<file path="src/rtl/rename_commit_walker_pkg.sv">
// Shared types for the rename commit/recovery walker: active-list entries,
// walk phases, recovery modes and the release record sent to the free lists.
package RenameWalkerTypes;
    localparam int AL_PREG_W  = 7;
    localparam int AL_CLASS_W = 1;

    typedef logic [AL_CLASS_W-1:0] reg_class_t;

    typedef struct packed {
        logic                 write_reg;
        reg_class_t           reg_class;
        logic [AL_PREG_W-1:0] prev_dst;
        logic [AL_PREG_W-1:0] dst;
    } AlEntry;

    typedef enum logic [1:0] {
        PH_COMMIT        = 2'd0,
        PH_RECOVER_START = 2'd1,
        PH_RECOVER_COUNT = 2'd2,
        PH_RECOVER_WALK  = 2'd3
    } WalkPhase;

    typedef enum logic {
        RM_TAIL = 1'b0,
        RM_RRMT = 1'b1
    } RecoveryMode;

    typedef struct packed {
        logic                 valid;
        reg_class_t           rclass;
        logic [AL_PREG_W-1:0] preg;
    } ReleasedRegister;
endpackage

</file>
<file path="src/rtl/rename_commit_walker_release_stage.sv">
// One release lane: registers the release record so free lists see it one
// cycle after the active-list pop that produced it.
module rename_release_stage
    import RenameWalkerTypes::*;
(
    input  logic            clk_i,
    input  logic            rst_i,
    input  ReleasedRegister rel_d_i,
    output ReleasedRegister rel_q_o
);
    always_ff @(posedge clk_i or negedge rst_i) begin
        if (!rst_i) rel_q_o <= '0;
        else        rel_q_o <= rel_d_i;
    end
endmodule

</file>
<file path="src/rtl/rename_commit_walker.sv">
// Rename-stage commit/recovery engine: frees prev_dst on commit, and on a
// misprediction walks wrong-path entries (head or tail) freeing their dst.
module rename_commit_walker
    import RenameWalkerTypes::*;
#(
    parameter int COMMIT_WIDTH = 4,
    parameter int WALK_WIDTH   = 4,
    parameter int AL_DEPTH     = 64,
    parameter int PREG_W       = AL_PREG_W,
    parameter int NUM_CLASSES  = 2,
    parameter int CNT_W        = $clog2(AL_DEPTH) + 1,
    parameter int LANE_W       = $clog2(COMMIT_WIDTH + 1)
) (
    input  logic                                     clk_i,
    input  logic                                     rst_i,
    input  logic                                     commit_valid_i,
    input  logic [LANE_W-1:0]                        commit_num_i,
    input  AlEntry [COMMIT_WIDTH-1:0]                al_entry_i,
    input  logic                                     recovery_req_i,
    input  logic                                     recovery_mode_i,
    input  logic [CNT_W-1:0]                         recovery_entry_num_i,
    input  logic [NUM_CLASSES-1:0]                   fl_ready_i,
    output logic [LANE_W-1:0]                        pop_head_num_o,
    output logic [LANE_W-1:0]                        pop_tail_num_o,
    output logic [COMMIT_WIDTH-1:0]                  rel_valid_o,
    output logic [COMMIT_WIDTH-1:0][PREG_W-1:0]      rel_preg_o,
    output logic [COMMIT_WIDTH-1:0][AL_CLASS_W-1:0]  rel_class_o,
    output logic [LANE_W-1:0]                        flush_num_o,
    output logic                                     in_recovery_o,
    output logic                                     recovery_done_o,
    output logic                                     commit_stall_o
);
    WalkPhase        phase_q;
    RecoveryMode     mode_q;
    logic [CNT_W-1:0] count_q;
    logic            done_q;

    logic [LANE_W-1:0] walk_n, walk_eff, rel_n;
    logic [LANE_W-1:0] pop_head, pop_tail, flush;
    logic              walk_block, commit_block, stall, use_prev;
    ReleasedRegister [COMMIT_WIDTH-1:0] rel_d, rel_q;

    always_comb begin
        walk_n       = (count_q < CNT_W'(WALK_WIDTH)) ? LANE_W'(count_q) : LANE_W'(WALK_WIDTH);
        walk_block   = 1'b0;
        commit_block = 1'b0;
        // A lane only blocks if it would actually release into a full class.
        for (int i = 0; i < COMMIT_WIDTH; i++) begin
            if (LANE_W'(i) < walk_n && al_entry_i[i].write_reg &&
                !fl_ready_i[al_entry_i[i].reg_class])
                walk_block = 1'b1;
            if (LANE_W'(i) < commit_num_i && al_entry_i[i].write_reg &&
                !fl_ready_i[al_entry_i[i].reg_class])
                commit_block = 1'b1;
        end
        walk_eff = walk_block ? '0 : walk_n;

        pop_head = '0;
        pop_tail = '0;
        flush    = '0;
        stall    = 1'b0;
        rel_n    = '0;
        use_prev = 1'b0;
        case (phase_q)
            PH_COMMIT: begin
                stall    = commit_valid_i && commit_block;
                use_prev = 1'b1;
                if (commit_valid_i && !commit_block) begin
                    pop_head = commit_num_i;
                    rel_n    = commit_num_i;
                end
            end
            PH_RECOVER_WALK: begin
                flush = walk_eff;
                rel_n = walk_eff;
                if (mode_q == RM_RRMT) pop_head = walk_eff;
                else                   pop_tail = walk_eff;
            end
            default: ;
        endcase

        for (int i = 0; i < COMMIT_WIDTH; i++) begin
            rel_d[i]       = '0;
            rel_d[i].valid = (LANE_W'(i) < rel_n) && al_entry_i[i].write_reg;
            if (rel_d[i].valid) begin
                rel_d[i].rclass = al_entry_i[i].reg_class;
                rel_d[i].preg   = use_prev ? al_entry_i[i].prev_dst : al_entry_i[i].dst;
            end
        end

        // Pops are combinational from inputs, so hold them quiet while in reset.
        pop_head_num_o = rst_i ? pop_head : '0;
        pop_tail_num_o = rst_i ? pop_tail : '0;
        flush_num_o    = rst_i ? flush    : '0;
        commit_stall_o = rst_i & stall;
    end

    always_ff @(posedge clk_i or negedge rst_i) begin
        if (!rst_i) begin
            phase_q <= PH_COMMIT;
            mode_q  <= RM_TAIL;
            count_q <= '0;
            done_q  <= 1'b0;
        end else begin
            done_q <= 1'b0;
            if (recovery_req_i) begin
                phase_q <= PH_RECOVER_START;
                mode_q  <= RecoveryMode'(recovery_mode_i);
                count_q <= '0;
            end else begin
                case (phase_q)
                    PH_RECOVER_START: phase_q <= PH_RECOVER_COUNT;
                    PH_RECOVER_COUNT: begin
                        count_q <= recovery_entry_num_i;
                        phase_q <= PH_RECOVER_WALK;
                    end
                    PH_RECOVER_WALK: begin
                        count_q <= count_q - CNT_W'(walk_eff);
                        if (count_q == CNT_W'(walk_eff)) begin
                            phase_q <= PH_COMMIT;
                            done_q  <= 1'b1;
                        end
                    end
                    default: ;
                endcase
            end
        end
    end

    // A new recovery may only be requested from COMMIT; otherwise the walk restarts.
    a_req_in_commit: assert property (@(posedge clk_i) disable iff (!rst_i)
        recovery_req_i |-> phase_q == PH_COMMIT);

    for (genvar g = 0; g < COMMIT_WIDTH; g++) begin : g_rel
        rename_release_stage u_rel (
            .clk_i   (clk_i),
            .rst_i   (rst_i),
            .rel_d_i (rel_d[g]),
            .rel_q_o (rel_q[g])
        );
        assign rel_valid_o[g] = rel_q[g].valid;
        assign rel_preg_o[g]  = PREG_W'(rel_q[g].preg);
        assign rel_class_o[g] = rel_q[g].rclass;
    end

    assign in_recovery_o   = (phase_q != PH_COMMIT);
    assign recovery_done_o = done_q;
endmodule

</file>
<file path="config.mk">
export PLATFORM = sky130hd
export DESIGN_NAME = rename_commit_walker
export DESIGN_NICKNAME = d
export VERILOG_FILES = /design/src/rtl/rename_commit_walker_pkg.sv /design/src/rtl/rename_commit_walker_release_stage.sv /design/src/rtl/rename_commit_walker.sv
export SDC_FILE = /design/constraint.sdc
export NUM_CORES = 1
export LEC_CHECK = 0
export CORE_MARGIN = 1.5
export CORE_UTILIZATION = 38
export DETAILED_ROUTE_END_ITERATION = 16
export PLACE_DENSITY = 0.87
export SLEW_MARGIN = 5
export SYNTH_ARGS = -nofsm -noshare
export SYNTH_HDL_FRONTEND = slang
export SYNTH_SLANG_ARGS = --single-unit
</file>
<file path="constraint.sdc">
create_clock -name clk_i -period 2.62 [get_ports clk_i]
set_input_delay 0.524 -clock clk_i [delete_from_list [all_inputs] [get_ports clk_i]]
set_output_delay 0.524 -clock clk_i [all_outputs]
set_load 0.03 [all_outputs]
</file>
## After elaboration in Yosys (flattened, before gate mapping)

Cells that the tools add are included.

| storage, ports and cells | value |
|---|---|
| bits in registers | 47 |
| bits of input ports | 81 |

| cells by class | value |
|---|---|
| reductions and logical operators | 32 |
| order comparisons | 17 |
| bitwise logic cells | 1 |
| $add $sub $neg | 1 |
| multiplexer cells | 46 |
| equality and inequality tests | 5 |

Operators with widths:

| cell | count |
|---|---|
| two-way mux 7 bit | 5 |
| two-way mux 8 bit | 4 |
| two-way mux 3 bit | 10 |
| logical AND 1 bit | 22 |
| two-way mux 1 bit | 21 |
| less-than comparator 1 x 3 -> 1 bit (first input constant) | 6 |
| less-than comparator 2 x 3 -> 1 bit (first input constant) | 6 |
| one-hot mux 7 bit (2 select lines) | 1 |
| one-hot mux 3 bit (2 select lines) | 2 |
| less-than comparator 1 x 2 -> 1 bit (second input constant) | 4 |
| equality test 7 x 3 -> 1 bit | 1 |
| less-than comparator 7 x 3 -> 1 bit (second input constant) | 1 |
| subtractor 7 x 3 -> 7 bit | 1 |
| one-hot mux 2 bit (3 select lines) | 1 |
| logical NOT 1 bit | 5 |
| equality test 2 bit (second input constant) | 2 |
| two-way mux 2 bit | 2 |
| nonzero test 4 bit | 1 |
| inequality test 3 bit (second input constant) | 1 |
| nonzero test 3 bit | 1 |
| equality test 2 x 1 -> 1 bit (second input constant) | 1 |
| logical NOT 2 bit | 1 |
| AND reduction 2 bit | 1 |
| nonzero test 2 bit | 1 |
| bitwise AND 1 bit | 1 |

## Logic depth before layout (Yosys ltp)

Gate-level depths: netlist (run 1).

| depth | value |
|---|---|
| word-level depth | 15 |
| mapped depth | 13 |
| gate-level depth less buffers | 12 |

## By module

Synthesis (run 1) repeated with hierarchy kept, for this count alone.

| unflattened totals | value |
|---|---|
| cells, all modules | 272 |
| area total of the unflattened synthesis | 2786.4 sq um |

By module, submodules not included:

| module | cells an instance | times used | seq. area each (sq um) | area an instance (sq um) |
|---|---|---|---|---|
| rename_commit_walker | 236 | 1 | 275.3 | 1885.6 |
| rename_release_stage | 9 | 4 | 225.2 | 225.2 |

## Worst setup path after synthesis (run 1)

No wires, ideal clock.

| path | value |
|---|---|
| kind | register to output |
| from | reg phase_q[0] |
| to | out commit_stall_o |
| setup slack | -259 ps |
| data arrival time | 2355 ps |
| buffers on the path | 3 |
| stages on the path, launching flop included | 8 |
| cell sequence | dfrtp_1 inv_1 ha_1 clkbuf_1 buf_1 clkbuf_1 nand3_1 a21oi_1 |

| on the way | value |
|---|---|
| cells in the longest elaborated chain, start to end | 3 |

RTL lines:

| item | line | RTL |
|---|---|---|
| from (decl) | rename_commit_walker.sv:33 | `WalkPhase phase_q;` |
| from (signal assigned) | rename_commit_walker.sv:100 | `phase_q <= PH_COMMIT;` |
| from (signal assigned) | rename_commit_walker.sv:107 | `phase_q <= PH_RECOVER_START;` |
| from (signal assigned) | rename_commit_walker.sv:112 | `PH_RECOVER_START: phase_q <= PH_RECOVER_COUNT;` |
| logical NOT 2 bit | rename_commit_walker.sv:64 | `case (phase_q)` |
| two-way mux 1 bit | rename_commit_walker.sv:64 |  |
| bitwise AND 1 bit | rename_commit_walker.sv:95 | `commit_stall_o = rst_i & stall;` |
| to (decl) | rename_commit_walker.sv:31 | `output logic commit_stall_o` |

Every way passes these cells.

## Final worst setup path (run 1)

| path | value |
|---|---|
| from | reg count_q[6] |
| to | out pop_head_num_o[0] |

| on the way | value |
|---|---|
| cells in the longest elaborated chain, start to end | 13 |
| elaborated cells on any way between the ends | 22 |
| those cells by class | order compare (5); mux (9); reduce/logical (8) |

RTL lines:

| item | line | RTL |
|---|---|---|
| from (decl) | rename_commit_walker.sv:35 | `logic [CNT_W-1:0] count_q;` |
| from (signal assigned) | rename_commit_walker.sv:114 | `count_q <= recovery_entry_num_i;` |
| from (signal assigned) | rename_commit_walker.sv:118 | `count_q <= count_q - CNT_W'(walk_eff);` |
| less-than comparator 7 x 3 -> 1 bit * | rename_commit_walker.sv:44 | `walk_n = (count_q < CNT_W'(WALK_WIDTH)) ? LANE_W'(count_q) : LANE_W'(WALK_WIDTH);` |
| two-way mux 3 bit * | rename_commit_walker.sv:44 |  |
| less-than comparator 1 x 3 -> 1 bit | rename_commit_walker.sv:49 | `if (LANE_W'(i) < walk_n && al_entry_i[i].write_reg &&` |
| logical AND 1 bit (2 in series) | rename_commit_walker.sv:49 |  |
| two-way mux 1 bit (4 in series) | rename_commit_walker.sv:49 |  |
| two-way mux 3 bit * | rename_commit_walker.sv:56 | `walk_eff = walk_block ? '0 : walk_n;` |
| two-way mux 3 bit * | rename_commit_walker.sv:76 | `if (mode_q == RM_RRMT) pop_head = walk_eff;` |
| one-hot mux 3 bit (2 select lines) * | rename_commit_walker.sv:64 |  |
| two-way mux 3 bit * | rename_commit_walker.sv:92 | `pop_head_num_o = rst_i ? pop_head : '0;` |
| to (decl) | rename_commit_walker.sv:23 | `output logic [LANE_W-1:0] pop_head_num_o,` |

Mark *: on every way between the ends. The rest lies on a longest branch, timed or not.

==> results.cfg, run 1 <==
[outcome]
outcome = finished with violations
violations = negative setup slack

[setup_path]
reg2reg_depth = 10
critical_path_class = register to output pin
crit_path_max_fanout = 3
worstPathRequired_ns = 2.10
cp-start-kind = register
end_kind = output pin
worstPathArrival_ns = 2.13

[clock_network]
cts_tree = yes
numCtsBuffers = 5
htree_levels = 2
worst_skew_pair.late_latency_ns = 0.31
clockBufferDepth = 2
root_buffer = clkbuf_8
clock_sinks = 47
clk_pin_slew_ns = 0.09
holdBufCountCts = 0

[synthesis]
synth_area_leaders = dfrtp_1 (43%), mux2i_1 (12%), nor2_1 (4.2%)
synth_area_mm2 = 0.00276
synth_cell_types = 51
yosysSeqAreaShare_pct = 42.6
synth_warnings = 0
syn_inst = 285
yosys.area.top_type_share_pct = 42.6
yosys.area.top_type = dfrtp_1
syn-mean-instance-area_um2 = 9.69
synth-seq-cells = 47
synthFlopType = dfrtp_1
synth_fp_nets = 374
synth-async-reset-ratio_pct = 100
synth_edf_count = 0

[power_and_ir_drop]
p_leak_nw = 2.08
vdd_drop_max_v = 0.000562
fin_total_pwr_mw = 3.86
p_per_area_mw_per_mm2 = 787

[timing]
grt_setup_unrepaired = yes
timing.final.ws_setup_ns = -0.0373
tightest_slew_ns = 0.578
slew_headroom_pct = 61.5
setup_viol = 1
slew_violations = 0
fin_crit_sh_pct = 101
fin_crit_ns = 2.66
fin_worst_skew_ns = 0.00322
fmax_ghz = 0.376
hold_viol = 0

[job]
max_cap_viol_count = 0

[placed_design]
hpwl_um = 7060
place.gp.congestion = 0.924
io_buffers = 128
pre_cts_ws_ns = -0.664

[global_routing]
gr-total-overflow = 0
grt_pass1_wl_um = 14800
antenna_found_initial = 0
grt_usage_pct = 24.7
grt_max_degree = 29
grt_pass1_vias = 3076

[drt]
post_drt_wl_per_cell_um = 17.4
first_pass_iters = 5
drcViolationCount = 0
viasPerCell = 5.32
drt_iter0_markers = 204
vias = 3021
ant_nets = 0
drt_wl_total_um = 9890

[min_path]
holdCritPathClass = input pin to asynchronous set/reset pin

[floorplanning]
io-pin-count = 129
initial_core_util_pct = 40.0
dieWidth_um = 88.3
core-area_mm2 = 0.00691
dieArea_mm2 = 0.00779
num_rows = 30
die_y_um = 88.3

[final_layout]
final_common_cell = clkdlybuf4s50_1
nNetsFinal = 560
regArea_mm2 = 0.00118
fillers = 523
area_growth_pct = 77.6
multiInputGateArea_mm2 = 0.00169
diodes = 0
mostFrequentLayoutCells = clkdlybuf4s50_1 (106), buf_4 (62), dfrtp_1 (46), mux2i_1 (31), nor2_1 (30)
drive_gt1_share_pct = 27.1
-- final timing paths --
| check | from | end | slack [ns] |
|---|---|---|---|
| worst max-delay path | count_q[6]$_DFFE_PN0P_ | pop_head_num_o[0] | -0.04 |
| worst min-delay path | rst_i | count_q[5]$_DFFE_PN0P_ | 0.28 |
| worst max register to register | count_q[6]$_DFFE_PN0P_ | count_q[5]$_DFFE_PN0P_ | 0.02 |
| worst min register to register | phase_q[1]$_DFFE_PN0P_ | phase_q[1]$_DFFE_PN0P_ | 0.61 |
| max in group asynchronous | rst_i | g_rel[1].u_rel.rel_q_o[6]$_DFF_PN0_ | 2.06 |
| min in group clk_i | al_entry_i[14] | g_rel[0].u_rel.rel_q_o[7]$_DFF_PN0_ | 0.44 |
-- layer usage --
metal | track usage (%) | share of wire (%) | routed length, um
met5 | 0 | 0 | 0
met4 | 9.38 | 2.7 | 263
met3 | 3.82 | 8.1 | 805
met2 | 45.0 | 51 | 5050
met1 | 29.2 | 38 | 3780
-- area by class of cell --
cell class	instances	area share (%)
repair buffers	190	35.3
clock inverters	2	1.22
flip-flops and latches	47	24.0
multi-input cells	212	34.4
clock buffers	6	1.48
inverters	15	1.20
well taps	96	2.45
-- Yosys cell counts (all sizes together), types with 2 or more instances --
| cell type | instances |
|---|---|
| and3 | 2 |
| a211oi | 11 |
| nand3 | 11 |
| a22oi | 3 |
| inv | 14 |
| nand2 | 19 |
| nor2b | 11 |
| xnor2 | 4 |
| nor3 | 7 |
| nand2b | 6 |
| o211a | 3 |
| o21ai | 13 |
| or4 | 7 |
| a31oi | 2 |
| nand4 | 3 |
| buf | 4 |
| nor2 | 31 |
| nor4 | 2 |
| a21oi | 9 |
| dfrtp | 47 |
| and2 | 5 |
| ha | 7 |
| or3 | 3 |
| mux2i | 34 |
| clkbuf | 7 |
-- cell families after synthesis --
group / after synthesis / synth area share [%]
fa+ha+maj: 8 / 3.89
compound gates: 55 / 15.8
xor+xnor: 5 / 1.59
simple gates: 109 / 19.8
buf+inv: 26 / 3.62
flops: 47 / 42.6
mux: 35 / 12.7
-- registers in the layout (all words and copies together), names as in the netlist --
signal / flops
count_q: 7
g_rel.u_rel.rel_q_o: 36
mode_q: 1
phase_q: 2
recovery_done_o: 1
-- worst max-delay path, cell delays in order, from the launching register on --
cell	delay (ns)
dfrtp_2	0.44
nor4_4	0.31
and2_1	0.20
and3_4	0.22
nand2_4	0.07
inv_4	0.08
buf_6	0.09
nand3_2	0.08
a21oi_2	0.19
buf_6	0.15
-- per-stage QoR --
stage	std cells	instance area [um^2]	hold WS [ns]	util (%)	setup TNS, ns
floorplan	285	2780	0.228	-	-0.104
detailed placement	548	4480	0.604	64.9	-19.11
global placement	548	4480	0.579	64.9	-15.04
global route	568	4910	0.282	71.0	-0.321
finish	568	4910	0.277	71.0	-0.0373
CTS	560	4720	0.269	68.3	0
-- timing repair --
item,4_1_cts,5_1_grt
endpoints found under the setup margin,42,10
resized for setup,39,38
buffers inserted,4,9
hold endpoints to repair,0,0
pin swaps,10,17
-- power breakdown --
| group | total, mW | internal (mW) | switching, mW |
|---|---|---|---|
| Sequential | 0.932 | 0.826 | 0.105 |
| Clock | 0.641 | 0.381 | 0.259 |
| Combinational | 2.29 | 1.14 | 1.14 |
No activity file was read; power rests on OpenSTA's default activity.
==> run 2: changes to the inputs <==
- CORE_UTILIZATION: 38 -> 39
- CTS_BUF_LIST: unset -> sky130_fd_sc_hd__clkbuf_4 sky130_fd_sc_hd__clkbuf_8
- PLACE_DENSITY: 0.87 -> 0.89
==> run 2 against run 1 <==
  * The run still ends with negative setup slack left
  * Cell count down 0.70%
  * Clock skew up 0.0029 ns
  * Combinational power about the same
  * Routed wire length down 2.2%
  * Count of clock-buffer cells in the layout unchanged
  * Design area down 0.69%
  * Critical path type unchanged
  * Critical endpoint is now pop_head_num_o[2]
  * Largest cell class unchanged
  * Largest power group unchanged
==> results.cfg, run 2 (synthesized netlist as in run 1, its figures left out) <==
[global_routing]
grt_max_degree = 31
grt_pass1_vias = 3015
grt_usage_pct = 24.4
antenna_found_initial = 0
gr-total-overflow = 0
grt_pass1_wl_um = 14400

[floorplanning]
dieWidth_um = 87.2
die_y_um = 87.2
dieArea_mm2 = 0.00760
num_rows = 30
initial_core_util_pct = 40.4
core-area_mm2 = 0.00683
io-pin-count = 129

[min_path]
holdCritPathClass = input pin to asynchronous set/reset pin

[timing]
grt_setup_unrepaired = yes
slew_headroom_pct = 62.6
fin_crit_ns = 2.65
fmax_ghz = 0.378
slew_violations = 0
setup_viol = 3
fin_worst_skew_ns = 0.00615
hold_viol = 0
tightest_slew_ns = 0.561
fin_crit_sh_pct = 101
fin_hold_ws_ns = 0.254
timing.final.ws_setup_ns = -0.0273

[final_layout]
drive_gt1_share_pct = 27.4
nNetsFinal = 556
final_common_cell = clkdlybuf4s50_1
largest_register_ffs = 36
diodes = 0
area_growth_pct = 76.4
fin_util_pct = 71.3
top_regs = g_rel.u_rel.rel_q_o x36, count_q x7, phase_q x2
top_register = g_rel.u_rel.rel_q_o
final_cell_area_mm2 = 0.00487
mostFrequentLayoutCells = clkdlybuf4s50_1 (105), buf_4 (62), dfrtp_1 (45), mux2i_1 (31), nor2_1 (31)

[drt]
drt_wl_total_um = 9680
first_pass_iters = 5
vias = 2987
post_drt_wl_per_cell_um = 17.2
drcViolationCount = 0
ant_nets = 0
viasPerCell = 5.30
drt_iter0_markers = 214

[setup_path]
worstPathRequired_ns = 2.10
end_kind = output pin
r2r-end = count_q[5]$_DFFE_PN0P_
cp-start-kind = register
rrSetupSlack_ns = 0.02
startpoint = count_q[3]$_DFFE_PN0P_
reg2reg_depth = 12
crit_path_max_fanout = 2
worstPathArrival_ns = 2.12
critical_path_class = register to output pin
reg2reg_from = count_q[6]$_DFFE_PN0P_

[outcome]
violations = negative setup slack
outcome = finished with violations

[power_and_ir_drop]
power_frac_seq_pct = 24.2
switching_power_mw = 1.52
p_per_area_mw_per_mm2 = 790
p_comb_share_pct = 59.1
p_leak_nw = 2.07
internal_power_mw = 2.33
fin_total_pwr_mw = 3.85
switching_share_pct = 39.4
vdd_drop_max_v = 0.000462
p_clk_share_pct = 16.7

[clock_network]
root_buffer = clkbuf_8
worst_skew_pair.late_latency_ns = 0.30
htree_levels = 2
numCtsBuffers = 5
cts_tree = yes
clock_sinks = 47
clk_pin_slew_ns = 0.09
clockBufferDepth = 2

[placed_design]
hpwl_um = 7070
placed_area_mm2 = 0.00450
io_buffers = 128
place.gp.congestion = 0.971

[job]
max_cap_viol_count = 0
run 2: changes by cell type in the layout (fill, tap and decap cells not counted), moves of 2 or more:
cell             change
buf_6                -4
a211oi_2             -2
a211oi_4             +2
clkbuf_2             -2
clkdlybuf4s15_2      +2
nand2_1              -2
nand2_2              +2
run 2: critical path, cell delays in order (launching register included):
cell and delay, ns:
dfrtp_1 0.42, nor4_4 0.08, buf_4 0.14, a32oi_2 0.19, o211a_1 0.24, buf_4 0.15
nand3_1 0.13, a211oi_4 0.32, buf_12 0.16
run 2: power by group through the flow:
stage                     Sequential [mW]  Clock [mW]  Combinational, mW
after floorplan                     0.982           0               1.11
after global placement              0.909           0               1.93
after detailed placement            0.914           0               2.00
after CTS                           0.907       0.649               2.06
after global routing                0.944       0.674               2.43
final                               0.930       0.643               2.28
run 2: metal layers:
layer | wire (um) | vias to the layer above | GRT usage [%]
li1 | - | 1386 | -
met1 | 3850 | 1407 | 28.8
met2 | 4800 | 165 | 45.8
met3 | 742 | 29 | 3.79
met4 | 285 | 0 | 6.06
met5 | 0 | - | 0
run 2: area by class of cell:
| class | instances | area [um^2] |
|---|---|---|
| Clock buffer | 6 | 76.3 |
| Clock inverter | 2 | 60.1 |
| Fill cell | 506 | 1960 |
| Inverter | 15 | 58.8 |
| Multi-Input combinational cell | 212 | 1670 |
| Sequential cell | 47 | 1180 |
| Tap cell | 96 | 120 |
| Timing Repair Buffer | 186 | 1710 |
run 2: what timing repair did:
| action | in CTS | in global routing |
|---|---|---|
| pin swaps | 10 | 12 |
| gates resized for setup | 41 | 34 |
| buffers inserted | 3 | 4 |
| hold buffers | 0 | 0 |
| setup endpoints to repair | 42 | 11 |
run 2: metrics by stage:
step	worst slack (ns)	setup TNS, ns	std cells
3_3_place_gp	-0.558	-15.44	549
2_1_floorplan	-0.104	-0.104	285
4_1_cts	0.00142	0	560
3_5_place_dp	-0.676	-17.97	549
6_report	-0.0273	-0.0517	564
5_1_grt	-0.0775	-0.235	564
run 2: how the worst max path moves through the flow:
stage	endpoint	depth (start not counted)	slack, ns
2_1_floorplan	commit_stall_o	7	-0.10
3_3_place_gp	count_q[6]$_DFFE_PN0P_	12	-0.56
3_5_place_dp	count_q[6]$_DFFE_PN0P_	12	-0.68
4_1_cts	pop_head_num_o[1]	9	0.001
5_1_grt	pop_head_num_o[0]	9	-0.08
6_report	pop_head_num_o[2]	8	-0.03
==> run 3: changes to the inputs <==
- CORE_MARGIN: 1.5 -> unset
==> run 3 against run 2 <==
  * The run still ends with negative setup slack left
  * Non-clock buffer count is 12 higher
  * Power is 3.5% higher
  * Core utilization is 1.1 points higher
  * Highest routed layer unchanged
  * Largest cell class unchanged
  * Worst setup slack worse by 0.084 ns
  * Critical endpoint is now pop_head_num_o[1]
  * Critical path type unchanged
==> results.cfg, run 3 (synthesized netlist as in run 1, its figures left out) <==
[global_routing]
grt_max_degree = 36
grt_usage_pct = 25.9
grt_pass1_vias = 2991
gr-total-overflow = 0
antenna_found_initial = 0
grt_pass1_wl_um = 14700

[timing]
fin_crit_ns = 2.73
fin_crit_sh_pct = 104
slew_violations = 0
timing.final.ws_setup_ns = -0.112
slew_headroom_pct = 61.9
fin_tns_setup_ns = -0.398
tightest_slew_ns = 0.572
setup_viol = 6
fmax_ghz = 0.366
fin_worst_skew_ns = 0.00828
grt_setup_unrepaired = yes
hold_viol = 0

[clock_network]
root_buffer = clkbuf_8
htree_levels = 2
clock_sinks = 47
worst_skew_pair.late_latency_ns = 0.31
clockBufferDepth = 2
numCtsBuffers = 5
holdBufCountCts = 0
cts_tree = yes
clk_pin_slew_ns = 0.09

[setup_path]
crit_path_max_fanout = 3
worstPathRequired_ns = 2.10
rrSetupSlack_ns = -0.06
end_kind = output pin
reg2reg_depth = 12
critical_path_class = register to output pin
worstPathArrival_ns = 2.21
cp-start-kind = register

[placed_design]
pre_cts_ws_ns = -0.672
hpwl_um = 6990
place.gp.congestion = 0.930
io_buffers = 128

[floorplanning]
dieWidth_um = 86.2
dieArea_mm2 = 0.00742
num_rows = 30
initial_core_util_pct = 40.4
core-area_mm2 = 0.00683
io-pin-count = 129
die_y_um = 86.2

[final_layout]
mostFrequentLayoutCells = clkdlybuf4s50_1 (105), buf_4 (73), dfrtp_1 (47), mux2i_1 (32), nor2_1 (31)
nNetsFinal = 568
top_register = g_rel.u_rel.rel_q_o
drive_gt1_share_pct = 27.7
top_regs = g_rel.u_rel.rel_q_o x36, count_q x7, phase_q x2
final_common_cell = clkdlybuf4s50_1
largest_register_ffs = 36
diodes = 0
area_growth_pct = 79.0

[power_and_ir_drop]
fin_total_pwr_mw = 3.98
p_leak_nw = 2.12
p_per_area_mw_per_mm2 = 805
vdd_drop_max_v = 0.000515

[min_path]
holdCritPathClass = input pin to asynchronous set/reset pin

[drt]
first_pass_iters = 5
post_drt_wl_per_cell_um = 17.9
vias = 3121
viasPerCell = 5.42
ant_nets = 0
drt_wl_total_um = 10300
drt_iter0_markers = 216
drcViolationCount = 0

[outcome]
violations = negative setup slack
outcome = finished with violations

[job]
max_cap_viol_count = 0
run 3: area by class of cell:
type                    count  area, um^2
fillers                   507        1890
multi-input cells         212        1660
inverters                  15        56.3
well taps                  96         120
repair buffers            198        1800
flip-flops and latches     47        1180
clock inverters             2        60.1
clock buffers               6        76.3
run 3: what timing repair did:
item / 4_1_cts / 5_1_grt
resized for setup: 38 / 25
gates cloned: 0 / 0
pin swaps: 12 / 15
buffers inserted: 10 / 7
endpoints found under the setup margin: 43 / 15
run 3: path summary, 6_finish.rpt:
path | end | start
min | mode_q$_DFFE_PN0P_ | rst_i
min in group clk_i | g_rel[0].u_rel.rel_q_o[7]$_DFF_PN0_ | al_entry_i[14]
max reg2reg | count_q[5]$_DFFE_PN0P_ | count_q[6]$_DFFE_PN0P_
max | pop_head_num_o[1] | count_q[6]$_DFFE_PN0P_
min reg2reg | count_q[2]$_DFFE_PN0P_ | count_q[2]$_DFFE_PN0P_
max in group asynchronous | g_rel[0].u_rel.rel_q_o[2]$_DFF_PN0_ | rst_i
run 3: power by group:
part	switching [mW]	total, mW	internal, mW
Clock	0.250	0.642	0.392
Sequential	0.0898	0.915	0.825
Combinational	1.23	2.43	1.20
run 3: metrics by stage:
step | instance area [um^2] | hold slack, ns | cells | utilization, %
floorplan | 2780 | 0.228 | 285 | -
global placement | 4520 | 0.388 | 551 | 66.1
detailed placement | 4520 | 0.389 | 551 | 66.1
CTS | 4810 | 0.0627 | 569 | 70.4
global route | 4950 | 0.0649 | 576 | 72.4
finish | 4950 | 0.0764 | 576 | 72.4
run 3: metal layers:
metal / vias to the layer above / track usage [%] / share of wire (%)
met5: - / 0 / 0
met3: 38 / 5.77 / 9.1
met1: 1481 / 30.8 / 38
li1: 1415 / - / -
met4: 0 / 9.09 / 3.7
met2: 187 / 45.7 / 49
run 3: worst max-delay path, cell delays in order, from the launching register on:
cell	delay, ns
dfrtp_1	0.42
nor4_2	0.38
and2_1	0.24
nand4_1	0.18
inv_2	0.12
buf_6	0.11
a31oi_1	0.08
nor2_1	0.18
buf_4	0.19
